$ cat src/rtl/tqvp_gera_gray_engine.sv
// Gray-code engine peripheral.
// - Binary-to-Gray conversion in a single cycle.
// - Gray-to-binary conversion, one bit per cycle, MSB first.
// - Free-running or externally stepped binary counter, exposed as a Gray count.
// Register handshake: a write is a single-cycle data_write pulse with address and
// data_in valid in that same cycle; reads are combinational on address (no ready).
module tqvp_gera_gray_engine #(
  parameter int WIDTH = 16
) (
  input  logic       clk,
  input  logic       rst_n,
  input  logic [7:0] ui_in,
  output logic [7:0] uo_out,
  input  logic [3:0] address,
  input  logic       data_write,
  input  logic [7:0] data_in,
  output logic [7:0] data_out,
  output logic       fsm_state
);

  localparam int HW = WIDTH - 8;
  localparam int IW = $clog2(WIDTH);

  typedef enum logic {
    IDLE = 1'b0,
    CONV = 1'b1
  } state_e;

  state_e           state;
  logic [3:0]       ctrl;      // {ext_step, out_sel, dir, cnt_en}
  logic             done;
  logic             wrap;
  logic [WIDTH-1:0] op;
  logic [WIDTH-1:0] res;
  logic [WIDTH-1:0] cnt;
  logic [WIDTH-1:0] gray;
  logic [WIDTH-1:0] cnt_next;
  logic [IW-1:0]    bit_idx;
  logic             carry;     // most recently produced result bit
  logic             ui_q;
  logic             step;
  logic             wrap_set;
  logic             busy;

  logic wr_ctrl, wr_status, wr_op_lo, wr_op_hi, wr_cmd, wr_cnt_lo, wr_cnt_hi, clr;

  logic [15:0] op_x, res_x, gray_x;
  logic        unused_ui;

  assign wr_ctrl   = data_write && (address == 4'h0);
  assign wr_status = data_write && (address == 4'h1);
  assign wr_op_lo  = data_write && (address == 4'h2);
  assign wr_op_hi  = data_write && (address == 4'h3);
  assign wr_cmd    = data_write && (address == 4'h4);
  assign wr_cnt_lo = data_write && (address == 4'h8);
  assign wr_cnt_hi = data_write && (address == 4'h9);
  assign clr       = wr_ctrl && data_in[7];

  assign busy      = (state == CONV);
  assign fsm_state = state;
  assign unused_ui = ^ui_in[7:1];

  // Registered copy of the external step input for rising-edge detection
  always_ff @(posedge clk) begin
    if (!rst_n) ui_q <= 1'b0;
    else        ui_q <= ui_in[0];
  end

  // Step qualification and next binary count; a byte load beats a step
  always_comb begin
    step     = 1'b0;
    wrap_set = 1'b0;
    cnt_next = cnt;
    if (ctrl[0]) step = ctrl[3] ? (ui_in[0] && !ui_q) : 1'b1;
    if (wr_cnt_lo) begin
      cnt_next[7:0] = data_in;
    end else if (wr_cnt_hi) begin
      cnt_next[WIDTH-1:8] = data_in[HW-1:0];
    end else if (step) begin
      if (ctrl[1]) begin
        wrap_set = (cnt == '0);
        cnt_next = cnt - WIDTH'(1);
      end else begin
        wrap_set = (cnt == '1);
        cnt_next = cnt + WIDTH'(1);
      end
    end
  end

  // Control register, counter, registered Gray count and sticky WRAP flag
  always_ff @(posedge clk) begin
    if (!rst_n || clr) begin
      ctrl <= '0;
      cnt  <= '0;
      gray <= '0;
      wrap <= 1'b0;
    end else begin
      cnt  <= cnt_next;
      gray <= cnt_next ^ (cnt_next >> 1);
      if (wr_ctrl) ctrl <= data_in[3:0];
      if (wrap_set)                     wrap <= 1'b1;
      else if (wr_status && data_in[2]) wrap <= 1'b0;
    end
  end

  // Conversion FSM: operand register, result, DONE flag
  always_ff @(posedge clk) begin
    if (!rst_n || clr) begin
      state   <= IDLE;
      op      <= '0;
      res     <= '0;
      done    <= 1'b0;
      bit_idx <= '0;
      carry   <= 1'b0;
    end else begin
      case (state)
        IDLE: begin
          if (wr_op_lo) op[7:0]       <= data_in;
          if (wr_op_hi) op[WIDTH-1:8] <= data_in[HW-1:0];
          if (wr_cmd && (data_in == 8'h01)) begin
            res  <= op ^ (op >> 1);
            done <= 1'b1;
          end else if (wr_cmd && (data_in == 8'h02)) begin
            state   <= CONV;
            res     <= '0;
            done    <= 1'b0;
            bit_idx <= IW'(WIDTH - 1);
            carry   <= 1'b0;
          end else if (wr_status && data_in[1]) begin
            done <= 1'b0;
          end
        end
        CONV: begin
          res[bit_idx] <= op[bit_idx] ^ carry;
          carry        <= op[bit_idx] ^ carry;
          bit_idx      <= bit_idx - 1'b1;
          if (bit_idx == '0) begin
            state <= IDLE;
            done  <= 1'b1;
          end
        end
        default: state <= IDLE;
      endcase
    end
  end

  assign op_x   = 16'(op);
  assign res_x  = 16'(res);
  assign gray_x = 16'(gray);

  // Combinational register read mux
  always_comb begin
    data_out = 8'h00;
    case (address)
      4'h0:    data_out = {4'h0, ctrl};
      4'h1:    data_out = {5'h00, wrap, done, busy};
      4'h2:    data_out = op_x[7:0];
      4'h3:    data_out = op_x[15:8];
      4'h5:    data_out = res_x[7:0];
      4'h6:    data_out = res_x[15:8];
      4'h8:    data_out = gray_x[7:0];
      4'h9:    data_out = gray_x[15:8];
      default: data_out = 8'h00;
    endcase
  end

  assign uo_out = ctrl[2] ? res[7:0] : gray[7:0];

endmodule
$ cat config.mk
export PLATFORM = sky130hd
export DESIGN_NAME = tqvp_gera_gray_engine
export DESIGN_NICKNAME = d
export VERILOG_FILES = /design/src/rtl/tqvp_gera_gray_engine.sv
export SDC_FILE = /design/constraint.sdc
export NUM_CORES = 1
export LEC_CHECK = 0
export CAP_MARGIN = 20
export CORE_ASPECT_RATIO = 0.8
export CORE_MARGIN = 1
export CORE_UTILIZATION = 35
export DETAILED_ROUTE_END_ITERATION = 10
export PLACE_DENSITY = 0.48
export REMOVE_ABC_BUFFERS = 1
export SYNTH_ARGS = -nofsm -noshare
export SYNTH_HDL_FRONTEND = slang
export SYNTH_SLANG_ARGS = --single-unit
$ cat constraint.sdc
create_clock -name clk -period 6.4 [get_ports clk]
set_clock_uncertainty 0.05 [all_clocks]
set_input_delay 0.96 -clock clk [delete_from_list [all_inputs] [get_ports clk]]
set_output_delay 0.96 -clock clk [all_outputs]
set_load 0.01 [all_outputs]
# Word level (Yosys, flattened, before mapping)
# Index checks and enable logic that the tools add are counted.
# totals
ram_bits	0
input_bits	23
elab_cells	101
latchBits	0
memories	0
reg_bits	77
mem_bits_ro	0
out_inout_bits	17
# op_classes
div	0
magnitude_cmp	2
n_reduce_logical	25
n_addsub	3
n_mul	0
n_bitwise	4
muxes	39
shift	0
n_eq_ne	16
# ops
cell	count
2-to-1 mux 16 bit	4
one-hot mux 8 bit (8 select lines)	1
2-to-1 mux 8 bit	5
one-hot mux 16 bit (2 select lines)	1
XOR 16 x 15 -> 16 bit	2
2-to-1 mux 1 bit	19
adder 16 x 1 -> 16 bit, second input constant	1
bitwise mux 16 bit	1
== test 16 bit, second input constant	1
logical NOT 16 bit	1
subtractor 16 x 1 -> 16 bit, second input constant	1
logical AND 1 bit	14
== test 4 x 3 -> 1 bit, second input constant	3
== test 4 x 2 -> 1 bit, second input constant	2
== test 4 bit, second input constant	2
== test 8 x 1 -> 1 bit, second input constant	1
== test 8 x 2 -> 1 bit, second input constant	1
logical NOT 4 bit	2
2-to-1 mux 4 bit	2
one-hot mux 4 bit (2 select lines)	1
AND reduction 2 bit	4
one-hot mux 1 bit (2 select lines)	3
< comparator 4 x 5 -> 1 bit, second input constant	1
binary-select mux 1 bit (select 4 bit)	1
other kinds (13)	15

# Depth between registers and ports, before layout
# depth
depth_word	8
mapped_depth	10
depth_no_buf	8

# Worst setup path before layout
# No wires, ideal clock.
# synth_timing
path_type	input -> output
start	in address[2]
end	out data_out[5]
path_buffers	3
required_ns	5.390
slack_ns	3.221
arrival_ns	2.169
cell_stages	7
cell_sequence	buf_2 > nor2_1 > and3_1 > clkbuf_1 > clkbuf_1 > a221oi_1 > o21ai_0
# synth_between
elab_chain_cells	2
elab_cells_between_ends	9
classes_between	7 x eq/ne; 1 x mux; 1 x reduce/logical
# synth_rtl
item	line	rtl
start, declared	14	input logic [3:0] address,
== test 4 bit (tied with other cells)	154	case (address)
one-hot mux 8 bit (8 select lines) *	154	
end, declared	17	output logic [7:0] data_out,
# Every way passes the cells marked *; elsewhere a longest branch is shown, timed or not.

# Final worst setup path
# layout_timing
start	in address[3]
end	out data_out[3]
# The elaborated chain is that of the path after synthesis.

==> impl_metrics.py <==
metrics = {
    "status": {
        "status": "finished clean",
    },
    "timing": {
        "period_needed_ns": 4.949,
        "finalSetupViolations": 0,
        "maxSlewViolCount": 0,
        "setup-tns-final_ns": 0,
        "setup_slack_ns": 1.451,
        "period_share": 0.7733,
        "fmax_mhz": 202.0,
        "rsz0062_at_grt": "false",
        "hold_viol_final": 0,
        "tightest_slew_ns": 0.9389,
        "max-slew-margin-rel": 0.3741,
    },
    "placement": {
        "dpl.cell_count": 848,
        "dpl.hpwl_mm": 13.24,
        "place_congestion": 0.8557,
        "io_buffers": 32,
        "pre_cts_ws_ns": 1.483,
    },
    "yosys": {
        "synth_ff_type": "dfxtp_1",
        "synth-seq-cells": 76,
        "synthMuxAreaShare": 0.06590,
        "synth-edff-count": 0,
        "syn_avg_cell_area_um2": 7.727,
        "ys.warnings.count": 0,
        "synth_top_family_by_area": "compound AO/OA/AOI/OAI gates",
        "yosysUniqueCellTypes": 60,
        "netlist_instances": 661,
        "synthAdderAreaFrac": 0.04802,
        "yosysSeqAreaShare": 0.2979,
        "synth-async-reset-ratio": 0,
        "netlist_area_mm2": 0.005107,
        "synthSimpleGateAreaFrac": 0.2411,
        "synth_compound_area_frac": 0.2457,
        "synthXorXnorAreaFrac": 0.06002,
    },
    "global_route": {
        "grt_overflow": 0,
        "grt_pass1_wl_mm": 27.57,
        "grt_max_degree": 43,
        "grt.total_usage": 0.2456,
        "grt_pass1_vias": 4658,
        "antenna_found_initial": 0,
    },
    "finish": {
        "drive_above_1_share": 0.07195,
        "n_fill_cell": 1477,
        "seq_area_mm2": 0.001521,
        "diodes": 0,
        "multi_input_area_mm2": 0.003386,
        "nets": 718,
        "final_cell_count_no_fill": 865,
        "area_delta_synth_final_pct": 15.48,
        "fin_util": 0.4139,
    },
    "route": {
        "vias_per_cell": 6.008,
        "drc": 0,
        "num_vias": 5197,
        "ant_nets": 0,
        "drt-wirelength-per-cell_um": 20.46,
        "drt_iter0_drc": 473,
        "routed_wl_mm": 17.70,
        "dr.pass1.iters": 5,
    },
    "cts": {
        "clock_sinks": 76,
        "holdBufCountCts": 0,
        "clockRootBuffer": "clkbuf_16",
        "insertion_delay_ns": 0.34,
        "cts_buffer_depth": 2,
        "cts_buffers": 9,
        "cts_tree": "done",
        "cts.repair.resized": 0,
        "path_clk_slew_ns": 0.06,
        "h-tree-depth": 3,
        "postCtsSetupBuffers": 0,
    },
    "critical_path": {
        "cp.arrival_ns": 3.94,
        "cp-start-kind": "input port",
        "cp-end-kind": "primary output",
        "crit_path_start": "address[3]",
        "crit_chain": "clkdlybuf4s50_1, nor4bb_1, buf_4, a22o_1, a211oi_1, o21ai_0, clkdlybuf4s50_1",
        "crit_type": "input port to primary output",
        "worstPathMaxFanout": 18,
        "cpPeakStageDelay_ns": 0.91,
        "reg2reg_to": "gray[12]",
        "r2r_start": "ctrl[1]",
        "crit_path_frequent_cell": "clkdlybuf4s50_1",
        "slowest_stage": "clkdlybuf4s50_1",
        "required_ns": 5.39,
        "regToRegSetupSlack_ns": 2.92,
        "reg2regPathDepth": 8,
    },
    "floorplanning": {
        "dieArea_mm2": 0.01508,
        "core_mm2": 0.01425,
        "row_count": 39,
        "boundaryPins": 40,
        "die_h_um": 110.0,
        "die_w_um": 137.1,
        "initial_core_util": 0.3584,
    },
    "hold_path": {
        "holdPathStages": 2,
        "holdPathEnd": "done",
        "min_path_type": "flop to flop",
        "hold_path.startpoint": "done",
    },
    "power_and_ir_drop": {
        "p_per_area_mw_per_mm2": 189.6,
        "peakVddDrop_v": 0.0001491,
        "p_leak_nw": 2.131,
    },
    "run": {
        "drv_cap": 0,
    },
}
==> power by group <==
| part | switching [mW] | total (mW) | internal, mW |
|---|---|---|---|
| combinational | 0.0646 | 0.104 | 0.0391 |
| clock | 0.203 | 0.526 | 0.323 |
| sequential | 0.00848 | 0.489 | 0.480 |
==> state kept, by name, indices dropped and copies added (netlist names), 4 cells and up <==
register,cells
res,16
op,16
ctrl,4
gray,15
cnt,16
bit_idx,4
==> worst max-delay path, delay by kind of cell <==
family | cells | cell delay (ns)
AND/OR/NAND/NOR | 1 | 0.85
AO/OA/AOI/OAI | 3 | 0.33
buffers and inverters | 3 | 1.78
==> final cells by class <==
type                    instances  area share
clock buffers                  11     0.04285
clock inverters                 5     0.01018
inverters                      16     0.01018
multi-input cells             532      0.5740
flip-flops and latches         76      0.2580
well taps                     184     0.03903
repair buffers                 41     0.06576
==> stage by stage <==
| step | cell area, µm² | hold WS (ns) | total power, mW |
|---|---|---|---|
| after floorplan | 4956 | 0.3931 | 0.5473 |
| after global placement | 5578 | 0.4073 | 0.5996 |
| after detailed placement | 5578 | 0.4146 | 0.6002 |
| after CTS | 5891 | 0.4228 | 1.127 |
| after global routing | 5898 | 0.4483 | 1.160 |
| final | 5898 | 0.4217 | 1.119 |
==> metal layers <==
| layer | wire (µm) | GRT usage |
|---|---|---|
| met4 | 174 | 0.05024 |
| met5 | 0 | 0 |
| met1 | 9465 | 0.3925 |
| met3 | 1024 | 0.03795 |
| met2 | 7033 | 0.3355 |
==> how the worst max path moves through the flow <==
stage	to	slack, ns	cells past startpoint
after floorplan	res[11]	2.08	4
after CTS	data_out[3]	1.46	7
after global placement	data_out[3]	1.60	7
final	data_out[3]	1.45	7
after detailed placement	data_out[3]	1.48	7
after global routing	data_out[3]	1.28	7
==> placed cells by master (no fill, tap or decap), types with 10 or more instances in the layout <==
cell,count
a21oi_1,77
dfxtp_1,76
nand2_1,75
nor2_1,64
nand3_1,36
o21ai_0,32
clkdlybuf4s50_1,32
xor2_1,21
ha_1,18
o22ai_1,16
inv_1,16
xnor2_1,14
nor3_1,12
a211oi_1,10
mux2i_1,10
nand3b_1,10
==> synth_stat cells (9+ instances only) <==
cell type | count | area share
mux2_2 | 9 | 0.020
o22ai_1 | 16 | 0.020
a211oi_1 | 10 | 0.015
nor2_1 | 64 | 0.047
ha_1 | 18 | 0.044
nand2_1 | 75 | 0.055
nand3_1 | 36 | 0.035
nor3_1 | 12 | 0.012
a21oi_1 | 77 | 0.075
clkbuf_1 | 24 | 0.018
dfxtp_1 | 76 | 0.30
nand3b_1 | 10 | 0.015
mux2i_1 | 10 | 0.020
buf_2 | 10 | 0.0098
o21ai_0 | 32 | 0.031
inv_1 | 16 | 0.012
xnor2_1 | 14 | 0.024
xor2_1 | 21 | 0.036
==> kinds of logic after synthesis <==
logic type | Yosys count
AND/OR/NAND/NOR | 255
buffers and inverters | 53
adder cells (fa/ha/maj) | 19
XOR/XNOR | 35
AO/OA/AOI/OAI | 198
flip-flops | 76
multiplexers | 25
(Power assumes the default switching activity.)
